File: config.mk
export PLATFORM = sky130hd
export DESIGN_NAME = serial_operand_link
export DESIGN_NICKNAME = d
export VERILOG_FILES = /design/src/rtl/serial_link_pkg.sv /design/src/rtl/uart_rx_core.sv /design/src/rtl/serial_operand_link.sv
export SDC_FILE = /design/constraint.sdc
export NUM_CORES = 1
export LEC_CHECK = 0
export BUFFER_PORTS_ARGS = -buffer_cell sky130_fd_sc_hd__buf_2
export CAP_MARGIN = 20
export CORE_UTILIZATION = 25
export DETAILED_ROUTE_END_ITERATION = 8
export GPL_TIMING_DRIVEN = 0
export PLACE_DENSITY = 0.52
export SYNTH_ARGS = -nofsm -noshare
export SYNTH_HDL_FRONTEND = slang
export SYNTH_SLANG_ARGS = --single-unit
File: constraint.sdc
create_clock -name clk -period 2.07 [get_ports clk]
set_input_delay 0.207 -clock clk [delete_from_list [all_inputs] [get_ports clk]]
set_output_delay 0.207 -clock clk [all_outputs]
set_load 0.01 [all_outputs]
File: src/rtl/serial_link_pkg.sv
// Shared types and constants for the serial operand link: FSM encoding,
// UART frame geometry and an index-width helper.
package serial_link_pkg;

  typedef enum logic [1:0] {
    COLLECT = 2'd0,
    READY   = 2'd1,
    SEND    = 2'd2
  } link_state_t;

  localparam int DATA_BITS  = 8;
  localparam int FRAME_BITS = 10;

  // Width of a counter/index that must hold values 0..n-1 (never below 1).
  function automatic int idx_w(input int n);
    return (n < 2) ? 1 : $clog2(n);
  endfunction

endpackage

File: src/rtl/uart_rx_core.sv
// Oversampling 8N1 receiver: 2-flop synchroniser, start-bit re-check at
// half a bit, mid-bit data/stop sampling, byte strobe or framing-error strobe.
module uart_rx_core
  import serial_link_pkg::*;
#(
  parameter int SAMPLE_DIV   = 651,
  parameter int SAMPLE_RATIO = 16
) (
  input  logic                 clk,
  input  logic                 reset_n,
  input  logic                 din,
  output logic [DATA_BITS-1:0] rx_byte,
  output logic                 rx_valid,
  output logic                 rx_frame_err
);

  typedef enum logic [1:0] {RX_IDLE, RX_START, RX_DATA, RX_STOP} rx_state_t;

  localparam int DIV_W = idx_w(SAMPLE_DIV);
  localparam int SMP_W = idx_w(SAMPLE_RATIO);
  localparam int BIT_W = idx_w(DATA_BITS);

  logic [1:0]           sync;
  logic                 rx_prev;
  rx_state_t            state;
  logic [DIV_W-1:0]     div_cnt;
  logic [SMP_W-1:0]     smp_cnt;
  logic [BIT_W-1:0]     bit_cnt;
  logic [DATA_BITS-1:0] shift;
  logic                 rx_in, tick, half_smp, full_smp;

  assign rx_in    = sync[1];
  assign tick     = (div_cnt == DIV_W'(SAMPLE_DIV - 1));
  assign half_smp = tick && (smp_cnt == SMP_W'(SAMPLE_RATIO / 2 - 1));
  assign full_smp = tick && (smp_cnt == SMP_W'(SAMPLE_RATIO - 1));

  always_ff @(posedge clk or negedge reset_n) begin
    if (!reset_n) begin
      sync         <= 2'b11;
      rx_prev      <= 1'b1;
      state        <= RX_IDLE;
      div_cnt      <= '0;
      smp_cnt      <= '0;
      bit_cnt      <= '0;
      rx_valid     <= 1'b0;
      rx_frame_err <= 1'b0;
    end else begin
      sync         <= {sync[0], din};
      rx_prev      <= rx_in;
      rx_valid     <= 1'b0;
      rx_frame_err <= 1'b0;
      if (state != RX_IDLE) begin
        div_cnt <= tick ? '0 : div_cnt + 1'b1;
        if (tick) smp_cnt <= (smp_cnt == SMP_W'(SAMPLE_RATIO - 1)) ? '0 : smp_cnt + 1'b1;
      end
      case (state)
        RX_IDLE: begin
          if (rx_prev && !rx_in) begin
            state   <= RX_START;
            div_cnt <= '0;
            smp_cnt <= '0;
          end
        end
        RX_START: begin
          // A start bit that is high again by mid-bit was a glitch.
          if (half_smp) begin
            smp_cnt <= '0;
            bit_cnt <= '0;
            state   <= rx_in ? RX_IDLE : RX_DATA;
          end
        end
        RX_DATA: begin
          if (full_smp) begin
            bit_cnt <= bit_cnt + 1'b1;
            if (bit_cnt == BIT_W'(DATA_BITS - 1)) state <= RX_STOP;
          end
        end
        RX_STOP: begin
          if (full_smp) begin
            state <= RX_IDLE;
            if (rx_in) rx_valid     <= 1'b1;
            else       rx_frame_err <= 1'b1;
          end
        end
        default: state <= RX_IDLE;
      endcase
    end
  end

  always_ff @(posedge clk) begin
    if (state == RX_DATA && full_smp) shift <= {rx_in, shift[DATA_BITS-1:1]};
  end

  assign rx_byte = shift;

endmodule

File: src/rtl/serial_operand_link.sv
// UART operand collector / result transmitter for the calculator ALU.
// Optional inter-byte timeout built when SERIAL_LINK_TIMEOUT_EN is defined.
module serial_operand_link
  import serial_link_pkg::*;
#(
  parameter int CLK_FREQUENCY = 100_000_000,
  parameter int BAUD_RATE     = 9600,
  parameter int SAMPLE_RATIO  = 16,
  parameter int OPERAND_COUNT = 2,
  parameter int OPERAND_BYTES = 1,
  parameter int RESULT_BYTES  = 1,
  parameter int TIMEOUT_BAUDS = 20
) (
  input  logic                                   clk,
  input  logic                                   reset_n,
  input  logic                                   din,
  output logic                                   dout,
  output logic [OPERAND_COUNT*OPERAND_BYTES*8-1:0] operands,
  output logic                                   ready,
  input  logic [RESULT_BYTES*8-1:0]              result,
  input  logic                                   tx_en,
  output logic                                   tx_busy,
  output logic                                   frame_error,
  output logic                                   rx_overrun,
  output logic                                   timeout
);

  localparam int SAMPLE_DIV = CLK_FREQUENCY / BAUD_RATE / SAMPLE_RATIO;
  localparam int BIT_PERIOD = SAMPLE_DIV * SAMPLE_RATIO;
  localparam int N          = OPERAND_COUNT * OPERAND_BYTES;
  localparam int RSW        = RESULT_BYTES * DATA_BITS;
  localparam int IDX_W      = idx_w(N);
  localparam int TXI_W      = idx_w(RESULT_BYTES);
  localparam int TMR_W      = idx_w(BIT_PERIOD);
  localparam int FB_W       = idx_w(FRAME_BITS);

  if (OPERAND_COUNT < 1 || OPERAND_BYTES < 1 || RESULT_BYTES < 1 ||
      TIMEOUT_BAUDS < 1 || SAMPLE_DIV < 1 || SAMPLE_RATIO < 2) begin : g_bad_cfg
    $error("serial_operand_link: invalid parameter set");
  end

  logic [DATA_BITS-1:0] rx_byte;
  logic                 rx_valid;
  link_state_t          state;
  logic [IDX_W-1:0]     byte_idx;
  logic [TMR_W-1:0]     bit_timer;
  logic [FB_W-1:0]      tx_bit;
  logic [TXI_W-1:0]     tx_idx;
  logic [RSW-1:0]       tx_shift;
  logic                 accept, bit_end, frame_end, next_byte, store, to_fire;

  uart_rx_core #(
    .SAMPLE_DIV  (SAMPLE_DIV),
    .SAMPLE_RATIO(SAMPLE_RATIO)
  ) u_rx (
    .clk         (clk),
    .reset_n     (reset_n),
    .din         (din),
    .rx_byte     (rx_byte),
    .rx_valid    (rx_valid),
    .rx_frame_err(frame_error)
  );

  assign accept    = (state == READY) && tx_en;
  assign bit_end   = (bit_timer == TMR_W'(BIT_PERIOD - 1));
  assign frame_end = (state == SEND) && bit_end && (tx_bit == FB_W'(FRAME_BITS - 1));
  assign next_byte = frame_end && (tx_idx != TXI_W'(RESULT_BYTES - 1));
  assign store     = rx_valid && (state == COLLECT);

  always_ff @(posedge clk or negedge reset_n) begin
    if (!reset_n) begin
      state      <= COLLECT;
      byte_idx   <= '0;
      ready      <= 1'b0;
      tx_busy    <= 1'b0;
      dout       <= 1'b1;
      bit_timer  <= '0;
      tx_bit     <= '0;
      tx_idx     <= '0;
      rx_overrun <= 1'b0;
    end else begin
      rx_overrun <= rx_valid && (state != COLLECT);
      case (state)
        COLLECT: begin
          if (rx_valid) begin
            if (byte_idx == IDX_W'(N - 1)) begin
              byte_idx <= '0;
              state    <= READY;
              ready    <= 1'b1;
            end else begin
              byte_idx <= byte_idx + 1'b1;
            end
          end else if (to_fire) begin
            byte_idx <= '0;
          end
        end
        READY: begin
          if (tx_en) begin
            state     <= SEND;
            ready     <= 1'b0;
            tx_busy   <= 1'b1;
            tx_idx    <= '0;
            tx_bit    <= '0;
            bit_timer <= '0;
            dout      <= 1'b0;
          end
        end
        SEND: begin
          if (bit_end) begin
            bit_timer <= '0;
            if (tx_bit == FB_W'(FRAME_BITS - 1)) begin
              if (tx_idx == TXI_W'(RESULT_BYTES - 1)) begin
                state   <= COLLECT;
                tx_busy <= 1'b0;
                dout    <= 1'b1;
              end else begin
                // Next frame's start bit follows the stop bit with no gap.
                tx_idx <= tx_idx + 1'b1;
                tx_bit <= '0;
                dout   <= 1'b0;
              end
            end else begin
              tx_bit <= tx_bit + 1'b1;
              dout   <= (tx_bit == FB_W'(DATA_BITS)) ? 1'b1 : tx_shift[tx_bit[2:0]];
            end
          end else begin
            bit_timer <= bit_timer + 1'b1;
          end
        end
        default: state <= COLLECT;
      endcase
    end
  end

  always_ff @(posedge clk) begin
    if (accept)         tx_shift <= result;
    else if (next_byte) tx_shift <= tx_shift >> DATA_BITS;
  end

  // Byte i of the transaction lands at bits [8i +: 8]; untouched slots keep old data.
  always_ff @(posedge clk or negedge reset_n) begin
    if (!reset_n) begin
      operands <= '0;
    end else if (store) begin
      for (int i = 0; i < N; i++) begin
        if (byte_idx == IDX_W'(i)) operands[i*DATA_BITS +: DATA_BITS] <= rx_byte;
      end
    end
  end

`ifdef SERIAL_LINK_TIMEOUT_EN
  localparam int TO_CYCLES = TIMEOUT_BAUDS * BIT_PERIOD;
  localparam int TO_W      = idx_w(TO_CYCLES);

  logic [TO_W-1:0] to_cnt;
  logic            timeout_q;

  assign to_fire = (state == COLLECT) && (byte_idx != '0) && !rx_valid &&
                   (to_cnt == TO_W'(TO_CYCLES - 1));

  always_ff @(posedge clk or negedge reset_n) begin
    if (!reset_n) begin
      to_cnt    <= '0;
      timeout_q <= 1'b0;
    end else begin
      timeout_q <= to_fire;
      if (rx_valid || state != COLLECT || byte_idx == '0 || to_fire) to_cnt <= '0;
      else                                                          to_cnt <= to_cnt + 1'b1;
    end
  end

  assign timeout = timeout_q;
`else
  assign to_fire = 1'b0;
  assign timeout = 1'b0;
`endif

endmodule

==> out/qor.csv <==
stage;metric;value;unit
yosys;syn_area;0.00379;mm²
critical_path;critPathLaunch;u_rx.div_cnt[0]$_DFF_PN0_;
outcome;status;complete, no violations;
critical_path;crit_path_end_kind;flop;
detailed_routing;dr_total_vias;2713;
place;portBuffers;32;
critical_path;r2r_slack;130;ps
detailed_routing;wl_met2;3250;µm
clocking;clk_latency;350;ps
pwr;power.total;3.60;mW
place;dp.cells;548;
hold_path;hp-class;in -> reg;
timing;whs;137;ps
floorplan;start_util;0.259;
detailed_routing;via_per_inst;4.77;
critical_path;critical_path.max_fanout;6;
clocking;cts-root-buf;clkbuf_16;
timing;relSlewSlack;0.459;
final_layout;diodes;0;
yosys;synth.top_cell.area_share;0.403;
detailed_routing;drc;0;
detailed_routing;wl_met3;294;µm
global_route;grt_pass1_wl;12900;µm
yosys;async_reset_ff_frac;0.802;
critical_path;endpoint;u_rx.bit_cnt[0]$_DFFE_PN0P_;
place;dp_hpwl;5110;µm
global_route;grt_pass1_vias;2635;
clocking;cts_max_level;3;
critical_path;startpoint_type;flop;
detailed_routing;ant_nets;0;
detailed_routing;wl_per_cell;13.1;µm
timing;skew;9.24;ps
job;maxCapViolations;0;
yosys;synth.distinct_cells;59;
critical_path;rr_startpoint;u_rx.div_cnt[0]$_DFF_PN0_;
detailed_routing;dr.pass1.iters;6;
timing;finalCritPeriodShare;0.939;
pwr;vdd_ir_drop_max;442;µV
place;place_congestion;0.807;
floorplan;core_area;0.0146;mm²
floorplan;die_x;125;µm
yosys;syn_avg_cell_area;11.4;µm²
final_layout;drive_gt1_frac;0.231;
timing;tightest_slew;811;ps
yosys;yosys-top-cells-area;dfrtp_1 40%, edfxtp_1 13%, mux2_2 4.8%;
clocking;cts_buffer_depth;2;
detailed_routing;route.layer.met1.wl;3760;µm
critical_path;worst_r2r_path_depth;7;
yosys;ys_ff_latch;81;
pwr;power_density;795;mW/mm²
yosys;synth_seq_area_share;0.557;
timing;finalSetupViolCount;0;
critical_path;crit_required;2340;ps
detailed_routing;drt_iter0_markers;227;
timing;fmax;515;MHz
floorplan;fp.dieH;125;µm
global_route;grt-ovfl-total;0;
timing;finalCriticalPeriod;1940;ps
yosys;synth_edf_count;16;
pwr;leakagePower;1.96;nW
clocking;cts_tree;done;
floorplan;rows;44;
clocking;cts_made_buffers;9;
place;placed_cell_area;0.00419;mm²
global_route;antenna_found_initial;0;
timing;hold_viol_final;0;
global_route;grt_use_total;0.104;
yosys;yosys_most_used_dff;dfrtp_1;
final_layout;area_growth;19.6;%
final_layout;layout.cells.non_filler;569;
floorplan;ioPinCount;34;
yosys;yosysWarnings;0;
yosys;postSynthCellCount;332;
clocking;path_clk_slew;60;ps
clocking;clock_sinks;81;
detailed_routing;totalWireLength;7470;µm
timing;finalMaxSlewViolations;0;
yosys;synth_top_cell_by_area;dfrtp_1;
timing;fin_setup_tns;0;ps
final_layout;fin_nets;398;
critical_path;r2r-end;u_rx.bit_cnt[0]$_DFFE_PN0P_;
final_layout;stdcell_area;0.00453;mm²
yosys;syn_nets;350;
critical_path;timing.setup.critical_path_class;reg -> reg;
global_route;grt_max_degree;66;
critical_path;arrival;2210;ps
floorplan;die-area;0.0157;mm²
detailed_routing;top_layer;met4;
==> layout make-up <==
class	instances	area [µm²]
Fill cell	1539	10100
Sequential cell	81	2110
Multi-Input combinational cell	228	1590
Clock buffer	11	254
Tap cell	184	230
Timing Repair Buffer	37	205
Buffer	12	52.6
Clock inverter	5	42.5
Inverter	11	41.3
==> worst max-delay path, stage by stage, from the launching register on <==
cell,delay (ps)
dfrtp_1,430
inv_1,80
ha_1,140
nand4b_1,220
buf_4,210
nor4_2,480
mux2i_1,140
o2bb2ai_1,170
==> state kept, by name, indices dropped and copies added (netlist names), named ones only <==
| register | flops |
|---|---|
| tx_shift | 8 |
| u_rx.smp_cnt | 4 |
| dout | 1 |
| u_rx.state | 1 |
| u_rx.rx_byte | 8 |
| operands | 16 |
| u_rx.rx_frame_err | 1 |
| rx_overrun | 1 |
| ready | 1 |
| tx_bit | 4 |
| byte_idx | 1 |
| tx_busy | 1 |
| u_rx.rx_valid | 1 |
| u_rx.rx_prev | 1 |
| bit_timer | 14 |
| u_rx.sync | 2 |
| state | 2 |
| u_rx.div_cnt | 10 |
| u_rx.bit_cnt | 3 |
==> through the flow <==
step / utilization / worst slack (ps)
global route: 0.309 / -14.6
CTS: 0.309 / 92.5
floorplan: - / 33.4
global placement: 0.286 / -239
finish: 0.309 / 127
detailed placement: 0.286 / -260
==> cells in the mapped netlist (4+ instances only) <==
cell,n
nor3_1,5
and2_1,10
nand3_1,11
nand2_1,24
o211ai_1,4
dfstp_2,4
clkbuf_1,8
o21ai_0,18
a21oi_1,7
nand4_1,8
a22oi_1,4
nor2b_1,4
mux2i_1,5
xnor2_1,7
inv_1,11
dfrtp_1,61
a31oi_1,4
edfxtp_1,16
mux2_2,16
ha_1,6
nor2_1,28
and3_1,8
xor2_1,7
==> where the power goes <==
group          switching, mW  internal, mW  total [mW]  leakage [nW]
logic                  0.136         0.104       0.241         0.880
registers             0.0875          1.69        1.78         0.930
clock network          0.677         0.905        1.58         0.148
==> repair_timing <==
| action | 4_1_cts | 5_1_grt |
|---|---|---|
| setup buffers | 2 | 1 |
| pin swaps | 1 | 0 |
| setup endpoints to repair | 8 | 9 |
| cloned | 0 | 0 |
| hold buffers | 2 | 0 |
| resized for setup | 1 | 1 |
| hold endpoints to repair | 35 | 0 |
==> cell families after synthesis <==
family	Yosys count	synth area share
simple gates	121	0.176
xor+xnor	14	0.0324
buf+inv	23	0.0248
fa+ha+maj	6	0.0198
other cells	1	0.000990
compound gates	63	0.116
mux	23	0.0727
flops	81	0.557
==> routing by layer <==
layer / vias to the layer above / global-route usage
li1: 1311 / -
met1: 1328 / 0.140
met2: 56 / 0.151
met3: 18 / 0.0342
met4: 0 / 0.0459
met5: - / 0
==> worst min path at each step <==
stage | depth (start not counted) | endpoint | start | slack [ps]
3_5_place_dp | 1 | u_rx.sync[0]$_DFF_PN1_ | din | 310
4_1_cts | 2 | tx_shift[2]$_SDFFCE_PN0P_ | result[2] | 120
6_report | 2 | tx_shift[7]$_SDFFCE_PN0P_ | result[7] | 140
2_1_floorplan | 0 | async pin | reset_n | -90
3_3_place_gp | 1 | u_rx.sync[0]$_DFF_PN1_ | din | 320
5_1_grt | 2 | tx_shift[2]$_SDFFCE_PN0P_ | result[2] | 140
==> layout by cell type (no fill, tap or decap), drive strengths merged, types with 5 or more instances in the layout <==
master	synthesis	layout
a21oi	8	8
and2	10	10
and3	8	8
buf	4	39
clkbuf	8	19
dfrtp	61	61
edfxtp	16	16
ha	6	6
inv	11	15
mux2	16	16
mux2i	5	5
nand2	24	24
nand3	11	11
nand4	8	8
nor2	28	28
nor3	6	6
o21ai	19	19
xnor2	7	7
xor2	7	7
Note: power is estimated with default switching activity, not from simulation.
